File: src/rtl/csa_pkg.sv
// Shared types, default widths and the operand extension helper for the
// carry-save accumulator slice.
package csa_pkg;

    typedef enum logic [1:0] {
        ACCUM   = 2'd0,
        RESOLVE = 2'd1,
        HOLD    = 2'd2
    } state_t;

    localparam int unsigned DEF_OP_W    = 32;
    localparam int unsigned DEF_GUARD_W = 4;
    localparam int unsigned DEF_CNT_W   = 8;
    localparam int unsigned EXT_MAX_W   = 128;

    // Extends the low w bits of v to EXT_MAX_W; w must be at least 1.
    function automatic logic [EXT_MAX_W-1:0] ext(
        input logic [EXT_MAX_W-1:0] v,
        input int unsigned          w,
        input logic                 sgn
    );
        logic [EXT_MAX_W-1:0] r;
        r = v;
        for (int unsigned i = 0; i < EXT_MAX_W; i++) begin
            if (i >= w) begin
                r[i] = sgn & v[w-1];
            end
        end
        return r;
    endfunction

endpackage

File: src/rtl/csa_compress4.sv
// Purely combinational 4:2 compressor built from two cascaded 3:2 CSA levels;
// o_sum + o_carry == a + b + c + d modulo 2^W.
module csa_compress4 #(
    parameter int unsigned W = 36
) (
    input  logic [W-1:0] i_a,
    input  logic [W-1:0] i_b,
    input  logic [W-1:0] i_c,
    input  logic [W-1:0] i_d,
    output logic [W-1:0] o_sum,
    output logic [W-1:0] o_carry
);

    logic [W-1:0] w_s1;
    logic [W-1:0] w_maj1;
    logic [W-1:0] w_c1;
    logic [W-1:0] w_maj2;

    assign w_s1   = i_a ^ i_b ^ i_c;
    assign w_maj1 = (i_a & i_b) | (i_a & i_c) | (i_b & i_c);
    assign w_c1   = w_maj1 << 1;

    assign o_sum   = w_s1 ^ w_c1 ^ i_d;
    assign w_maj2  = (w_s1 & w_c1) | (w_s1 & i_d) | (w_c1 & i_d);
    assign o_carry = w_maj2 << 1;

endmodule

File: src/rtl/csa_accum_pipe.sv
// Pipelined four-operand accumulator: carry-save running total per packet,
// resolved by one carry-propagate add. Optional beat counter: CSA_BEAT_COUNT_EN.
module csa_accum_pipe
    import csa_pkg::*;
#(
    parameter int unsigned OP_W    = DEF_OP_W,
    parameter int unsigned GUARD_W = DEF_GUARD_W,
    parameter int unsigned SIGNED  = 0,
    parameter int unsigned CNT_W   = DEF_CNT_W
) (
    input  logic                    clk,
    input  logic                    rst_n,
    input  logic                    in_valid,
    output logic                    in_ready,
    input  logic                    in_last,
    input  logic [OP_W-1:0]         in_a,
    input  logic [OP_W-1:0]         in_b,
    input  logic [OP_W-1:0]         in_c,
    input  logic [OP_W-1:0]         in_d,
    output logic                    out_valid,
    input  logic                    out_ready,
    output logic [OP_W+GUARD_W-1:0] out_data
`ifdef CSA_BEAT_COUNT_EN
    ,
    output logic [CNT_W-1:0]        out_beats
`endif
);

    localparam int unsigned ACC_W = OP_W + GUARD_W;
    localparam logic        SGN   = (SIGNED != 0);

    state_t           r_state;
    logic [ACC_W-1:0] r_s1_sum;
    logic [ACC_W-1:0] r_s1_carry;
    logic             r_s1_valid;
    logic             r_s1_last;
    logic [ACC_W-1:0] r_acc_sum;
    logic [ACC_W-1:0] r_acc_carry;
    logic             r_first;
    logic             r_out_valid;
    logic [ACC_W-1:0] r_out_data;

    logic             w_fire;
    logic [ACC_W-1:0] w_a;
    logic [ACC_W-1:0] w_b;
    logic [ACC_W-1:0] w_c;
    logic [ACC_W-1:0] w_d;
    logic [ACC_W-1:0] w_st1_sum;
    logic [ACC_W-1:0] w_st1_carry;
    logic [ACC_W-1:0] w_st2_sum;
    logic [ACC_W-1:0] w_st2_carry;

    // Block a new packet while its last beat is still in flight or unresolved.
    assign in_ready  = rst_n && (r_state == ACCUM) && !(r_s1_valid && r_s1_last);
    assign w_fire    = in_valid && in_ready;
    assign out_valid = r_out_valid;
    assign out_data  = r_out_data;

    assign w_a = ACC_W'(ext(EXT_MAX_W'(in_a), OP_W, SGN));
    assign w_b = ACC_W'(ext(EXT_MAX_W'(in_b), OP_W, SGN));
    assign w_c = ACC_W'(ext(EXT_MAX_W'(in_c), OP_W, SGN));
    assign w_d = ACC_W'(ext(EXT_MAX_W'(in_d), OP_W, SGN));

    csa_compress4 #(.W(ACC_W)) u_stage1 (
        .i_a     (w_a),
        .i_b     (w_b),
        .i_c     (w_c),
        .i_d     (w_d),
        .o_sum   (w_st1_sum),
        .o_carry (w_st1_carry)
    );

    csa_compress4 #(.W(ACC_W)) u_stage2 (
        .i_a     (r_acc_sum),
        .i_b     (r_acc_carry),
        .i_c     (r_s1_sum),
        .i_d     (r_s1_carry),
        .o_sum   (w_st2_sum),
        .o_carry (w_st2_carry)
    );

`ifdef CSA_BEAT_COUNT_EN
    logic [CNT_W-1:0] r_beats;
    logic [CNT_W-1:0] r_out_beats;

    assign out_beats = r_out_beats;

    always_ff @(posedge clk) begin
        if (!rst_n) begin
            r_beats     <= '0;
            r_out_beats <= '0;
        end else if (r_state == RESOLVE) begin
            r_out_beats <= r_beats;
            r_beats     <= '0;
        end else if (w_fire && (r_beats != '1)) begin
            r_beats <= r_beats + CNT_W'(1);
        end
    end
`endif

    always_ff @(posedge clk) begin
        if (!rst_n) begin
            r_state     <= ACCUM;
            r_s1_sum    <= '0;
            r_s1_carry  <= '0;
            r_s1_valid  <= 1'b0;
            r_s1_last   <= 1'b0;
            r_acc_sum   <= '0;
            r_acc_carry <= '0;
            r_first     <= 1'b1;
            r_out_valid <= 1'b0;
            r_out_data  <= '0;
        end else begin
            r_s1_valid <= w_fire;
            if (w_fire) begin
                r_s1_sum   <= w_st1_sum;
                r_s1_carry <= w_st1_carry;
                r_s1_last  <= in_last;
            end

            case (r_state)
                ACCUM: begin
                    if (r_s1_valid) begin
                        if (r_first) begin
                            r_acc_sum   <= r_s1_sum;
                            r_acc_carry <= r_s1_carry;
                        end else begin
                            r_acc_sum   <= w_st2_sum;
                            r_acc_carry <= w_st2_carry;
                        end
                        r_first <= 1'b0;
                        if (r_s1_last) begin
                            r_state <= RESOLVE;
                        end
                    end
                end
                RESOLVE: begin
                    r_out_data  <= r_acc_sum + r_acc_carry;
                    r_out_valid <= 1'b1;
                    r_acc_sum   <= '0;
                    r_acc_carry <= '0;
                    r_first     <= 1'b1;
                    r_state     <= HOLD;
                end
                HOLD: begin
                    if (r_out_valid && out_ready) begin
                        r_out_valid <= 1'b0;
                        r_state     <= ACCUM;
                    end
                end
                default: r_state <= ACCUM;
            endcase
        end
    end

endmodule

File: config.mk
export PLATFORM = sky130hd
export DESIGN_NAME = csa_accum_pipe
export DESIGN_NICKNAME = d
export VERILOG_FILES = /design/src/rtl/csa_pkg.sv /design/src/rtl/csa_compress4.sv /design/src/rtl/csa_accum_pipe.sv
export SDC_FILE = /design/constraint.sdc
export NUM_CORES = 1
export LEC_CHECK = 0
export CAP_MARGIN = 25
export CORE_UTILIZATION = 54
export DETAILED_ROUTE_END_ITERATION = 6
export GPL_TIMING_DRIVEN = 0
export PLACE_DENSITY_LB_ADDON = 0.3
export SETUP_SLACK_MARGIN = 0.5
export SLEW_MARGIN = 30
export SYNTH_ARGS = -nofsm -noshare
export SYNTH_HDL_FRONTEND = slang
export SYNTH_SLANG_ARGS = --single-unit
export TNS_END_PERCENT = 100
File: constraint.sdc
create_clock -name clk -period 2.85 [get_ports clk]
set_input_delay 0.57 -clock clk [delete_from_list [all_inputs] [get_ports clk]]
set_output_delay 0.57 -clock clk [all_outputs]
set_load 0.1 [all_outputs]
==> results.py <==
metrics = {
    "setup_path": {
        "arrival_ns": 2.98,
        "crit_path_cell_trace": "ha_4 > fa_2 > a21o_1 > a21oi_4 > o31ai_4 > a21oi_4 > o21ai_2 > a21oi_2 > o21a_1 > or4_1 > a31oi_1",
        "path_depth": 11,
        "timing.reg2reg.setup_slack_ns": 0.24,
        "r2r_end": "out_data[35]",
        "cp_top_family": "compound AO/OA/AOI/OAI gates",
        "max_stage_delay_ns": 0.42,
        "crit_top_cell": "a21oi_4",
        "cp.buffers_inverters": 0,
        "worst_path_max_delay_cell": "or4_1",
        "critPathKind": "flip-flop to flip-flop",
        "r2r-start": "r_acc_sum[1]",
        "required_ns": 3.22,
        "worstRegToRegCells": 11,
        "end_kind": "flip-flop",
        "setup.worst_path.start_class": "flip-flop",
        "cp_max_fo": 4,
    },
    "timing": {
        "worstMarginPinSlew_ns": 0.991,
        "finalHoldViolations": 0,
        "rsz0062_at_grt": "yes",
        "fin_worst_skew_ns": 0.00912,
        "fin_ws_ns": 0.238,
        "tns_ns": 0,
        "fin_crit_ns": 2.61,
        "finalSetupViolCount": 0,
        "slew_viol_final": 0,
        "timing.hold.ws_ns": 0.443,
        "maxSlewHeadroom_pct": 34.2,
        "fmax_mhz": 383,
        "period_share_pct": 91.6,
    },
    "placed_design": {
        "port-buffer-count": 169,
        "globalplace.congestion": 0.873,
        "placed_area_um2": 13500,
        "place_ws_ns": -0.0378,
        "dp_hpwl_um": 23000,
        "dp_cells": 1610,
    },
    "logic_synthesis": {
        "async_reset_ff_share_pct": 0,
        "yosysWarnings": 0,
        "netlist_instances": 1171,
        "syn_area_per_cell_um2": 9.60,
        "synth_flop_cell": "dfxtp_1",
        "synth_area_um2": 11200,
        "yosysMostFrequentCell": "nand2_1",
        "yosysTopAreaCell": "dfxtp_1",
        "netlist_top_cells_area": "dfxtp_1, fa_1, nand2_1",
        "synth_seq_cells": 178,
        "synth_edf_count": 0,
        "synth_top_area_share_pct": 31.7,
        "synth.distinct_cells": 63,
        "synth_seq_area_share_pct": 31.7,
        "synth_common_cells": "nand2_1, dfxtp_1, fa_1, a21oi_1, nor2_1",
        "syn-num-nets": 1471,
    },
    "finish": {
        "stdcell_area_um2": 14900,
        "fin_nets": 1699,
        "multiInputGateArea_um2": 7810,
        "num_antenna_cells": 0,
        "layout.area.seq_um2": 3630,
        "fin_cells": 1682,
        "fin_util_pct": 73.6,
        "drive_gt1_share_pct": 20.4,
        "nFillCells": 1471,
        "syn2layout_area_growth_pct": 32.9,
    },
    "min_path": {
        "min_from": "rst_n",
        "min_path_cells": 2,
        "min_to": "out_data[32]",
        "hold_class": "input pin to flip-flop",
    },
    "die": {
        "ios": 171,
        "die_h_um": 146,
        "die_area_um2": 21400,
        "start_util_pct": 55.4,
        "fp.dieW_um": 146,
        "num_rows": 52,
        "core_um2": 20300,
    },
    "power_and_ir_drop": {
        "p_sw_share_pct": 28.4,
        "switchingPower_mw": 1.78,
        "p_seq_share_pct": 42.8,
        "power.share.clock_pct": 38.2,
        "p_per_area_nw_per_um2": 421,
        "irDropWorstVdd_uv": 468,
        "p_leak_nw": 6.21,
        "p_int_mw": 4.50,
        "p_total_mw": 6.29,
        "p_comb_share_pct": 18.9,
    },
    "cts": {
        "clk_latency_ns": 0.45,
        "cts_tree": "yes",
        "clk_pin_slew_ns": 0.07,
        "cts_root_buf": "clkbuf_16",
        "cts_buffers": 17,
        "cts_hold_buf": 0,
        "cts_max_path_buffers": 2,
        "numClockSinks": 178,
        "cts_max_level": 4,
    },
    "route": {
        "drtIter0Drc": 814,
        "ant_nets": 0,
        "wl_per_cell_um": 19.9,
        "drt_pass1_iterations": 7,
        "viasPerCell": 5.93,
        "routed_wirelength_um": 33500,
        "drc": 3,
        "vias": 9978,
    },
    "run_status": {
        "status": "finished with violations",
        "failed_checks": "DRC",
    },
    "run": {
        "maxCapViolations": 0,
    },
    "global_routing": {
        "grt_max_degree": 17,
        "overflow": 0,
        "grt_first_pass_wirelength_um": 52400,
        "grt_use_total_pct": 31.3,
        "grt_pass1_vias": 10200,
        "antenna_found_initial": 0,
    },
}
final cells by class:
cell class / count / area share (%)
inverters: 24 / 0.636
flip-flops and latches: 178 / 24.3
well taps: 270 / 2.26
clock inverters: 12 / 0.879
plain buffers: 80 / 3.52
multi-input cells: 889 / 52.3
clock buffers: 20 / 3.06
repair buffers: 209 / 13.1
sequential cells by signal, indices dropped and copies added, names as in the netlist:
register / flops
out_valid: 1
r_s1_last: 1
r_first: 1
r_acc_sum: 36
r_s1_sum: 33
r_s1_valid: 1
r_acc_carry: 35
r_s1_carry: 32
out_data: 36
r_state: 2
per-layer routing:
| metal | GRT usage [%] | wire length (um) |
|---|---|---|
| met5 | 0 | 0 |
| met4 | 13.9 | 1240 |
| met3 | 5.13 | 2190 |
| met2 | 53.3 | 16800 |
| met1 | 39.2 | 13300 |
how the worst max path moves through the flow:
stage	from	end	slack (ns)
floorplan	rst_n	r_s1_carry[21]	0.05
global placement	rst_n	in_ready	-0.03
finish	r_acc_sum[1]	out_data[35]	0.24
detailed placement	rst_n	in_ready	-0.04
global route	r_acc_sum[23]	out_data[35]	0.16
CTS	r_acc_sum[1]	out_data[35]	0.27
cells in the final DEF (no fill, tap or decap), types with 4 or more instances in the layout:
cell / n
nand2_1: 206
dfxtp_1: 137
clkdlybuf4s50_1: 131
fa_1: 128
a21oi_1: 110
nor2_1: 83
a22oi_1: 67
mux2_2: 61
clkbuf_1: 44
buf_4: 43
dlygate4sd2_1: 37
dfxtp_2: 35
inv_1: 22
ha_1: 19
clkbuf_16: 18
buf_6: 17
ha_4: 16
a21o_1: 15
nand3_1: 13
xnor2_1: 13
a21oi_2: 12
xor2_1: 12
clkbuf_8: 9
nand4_1: 9
o21ai_0: 8
or3_1: 8
o21ai_1: 7
a211oi_1: 6
dfxtp_4: 6
clkbuf_2: 5
o21a_1: 5
a21oi_4: 5
or2_2: 4
clkinvlp_4: 4
kinds of logic (layout without fill, tap and decap cells):
family | count (synthesis) | in the layout | share of synthesized area [%]
xor gates and xnor gates | 26 | 26 | 2.03
and+or+nand+nor | 355 | 355 | 13.1
muxes | 63 | 63 | 6.29
adders and majority gates | 167 | 167 | 27.2
DFF | 178 | 178 | 31.7
buffers and inverters | 104 | 345 | 3.97
AOI/OAI and AO/OA | 278 | 278 | 15.7
power by group through the flow:
stage	clock network [mW]	registers (mW)	logic (mW)
floorplan	0	2.72	0.680
global placement	0	2.74	1.09
detailed placement	0	2.74	1.13
CTS	2.39	2.69	1.17
global route	2.50	2.71	1.33
finish	2.41	2.69	1.19
worst reg2reg max path, stage by stage, from the launching register on:
cell and delay (ns):
dfxtp_4 0.36, ha_4 0.15, fa_2 0.21, a21o_1 0.17, a21oi_4 0.08, o31ai_4 0.36, a21oi_4 0.13, o21ai_2 0.17
a21oi_2 0.10, o21a_1 0.24, or4_1 0.42, a31oi_1 0.15
repair_timing:
item | CTS | global route
endpoints found under the setup margin | 58 | 25
cloned | 0 | 0
resized for setup | 104 | 71
buffers inserted | 24 | 16
pin swaps | 33 | 25
No activity file was read; power rests on OpenSTA's default activity.
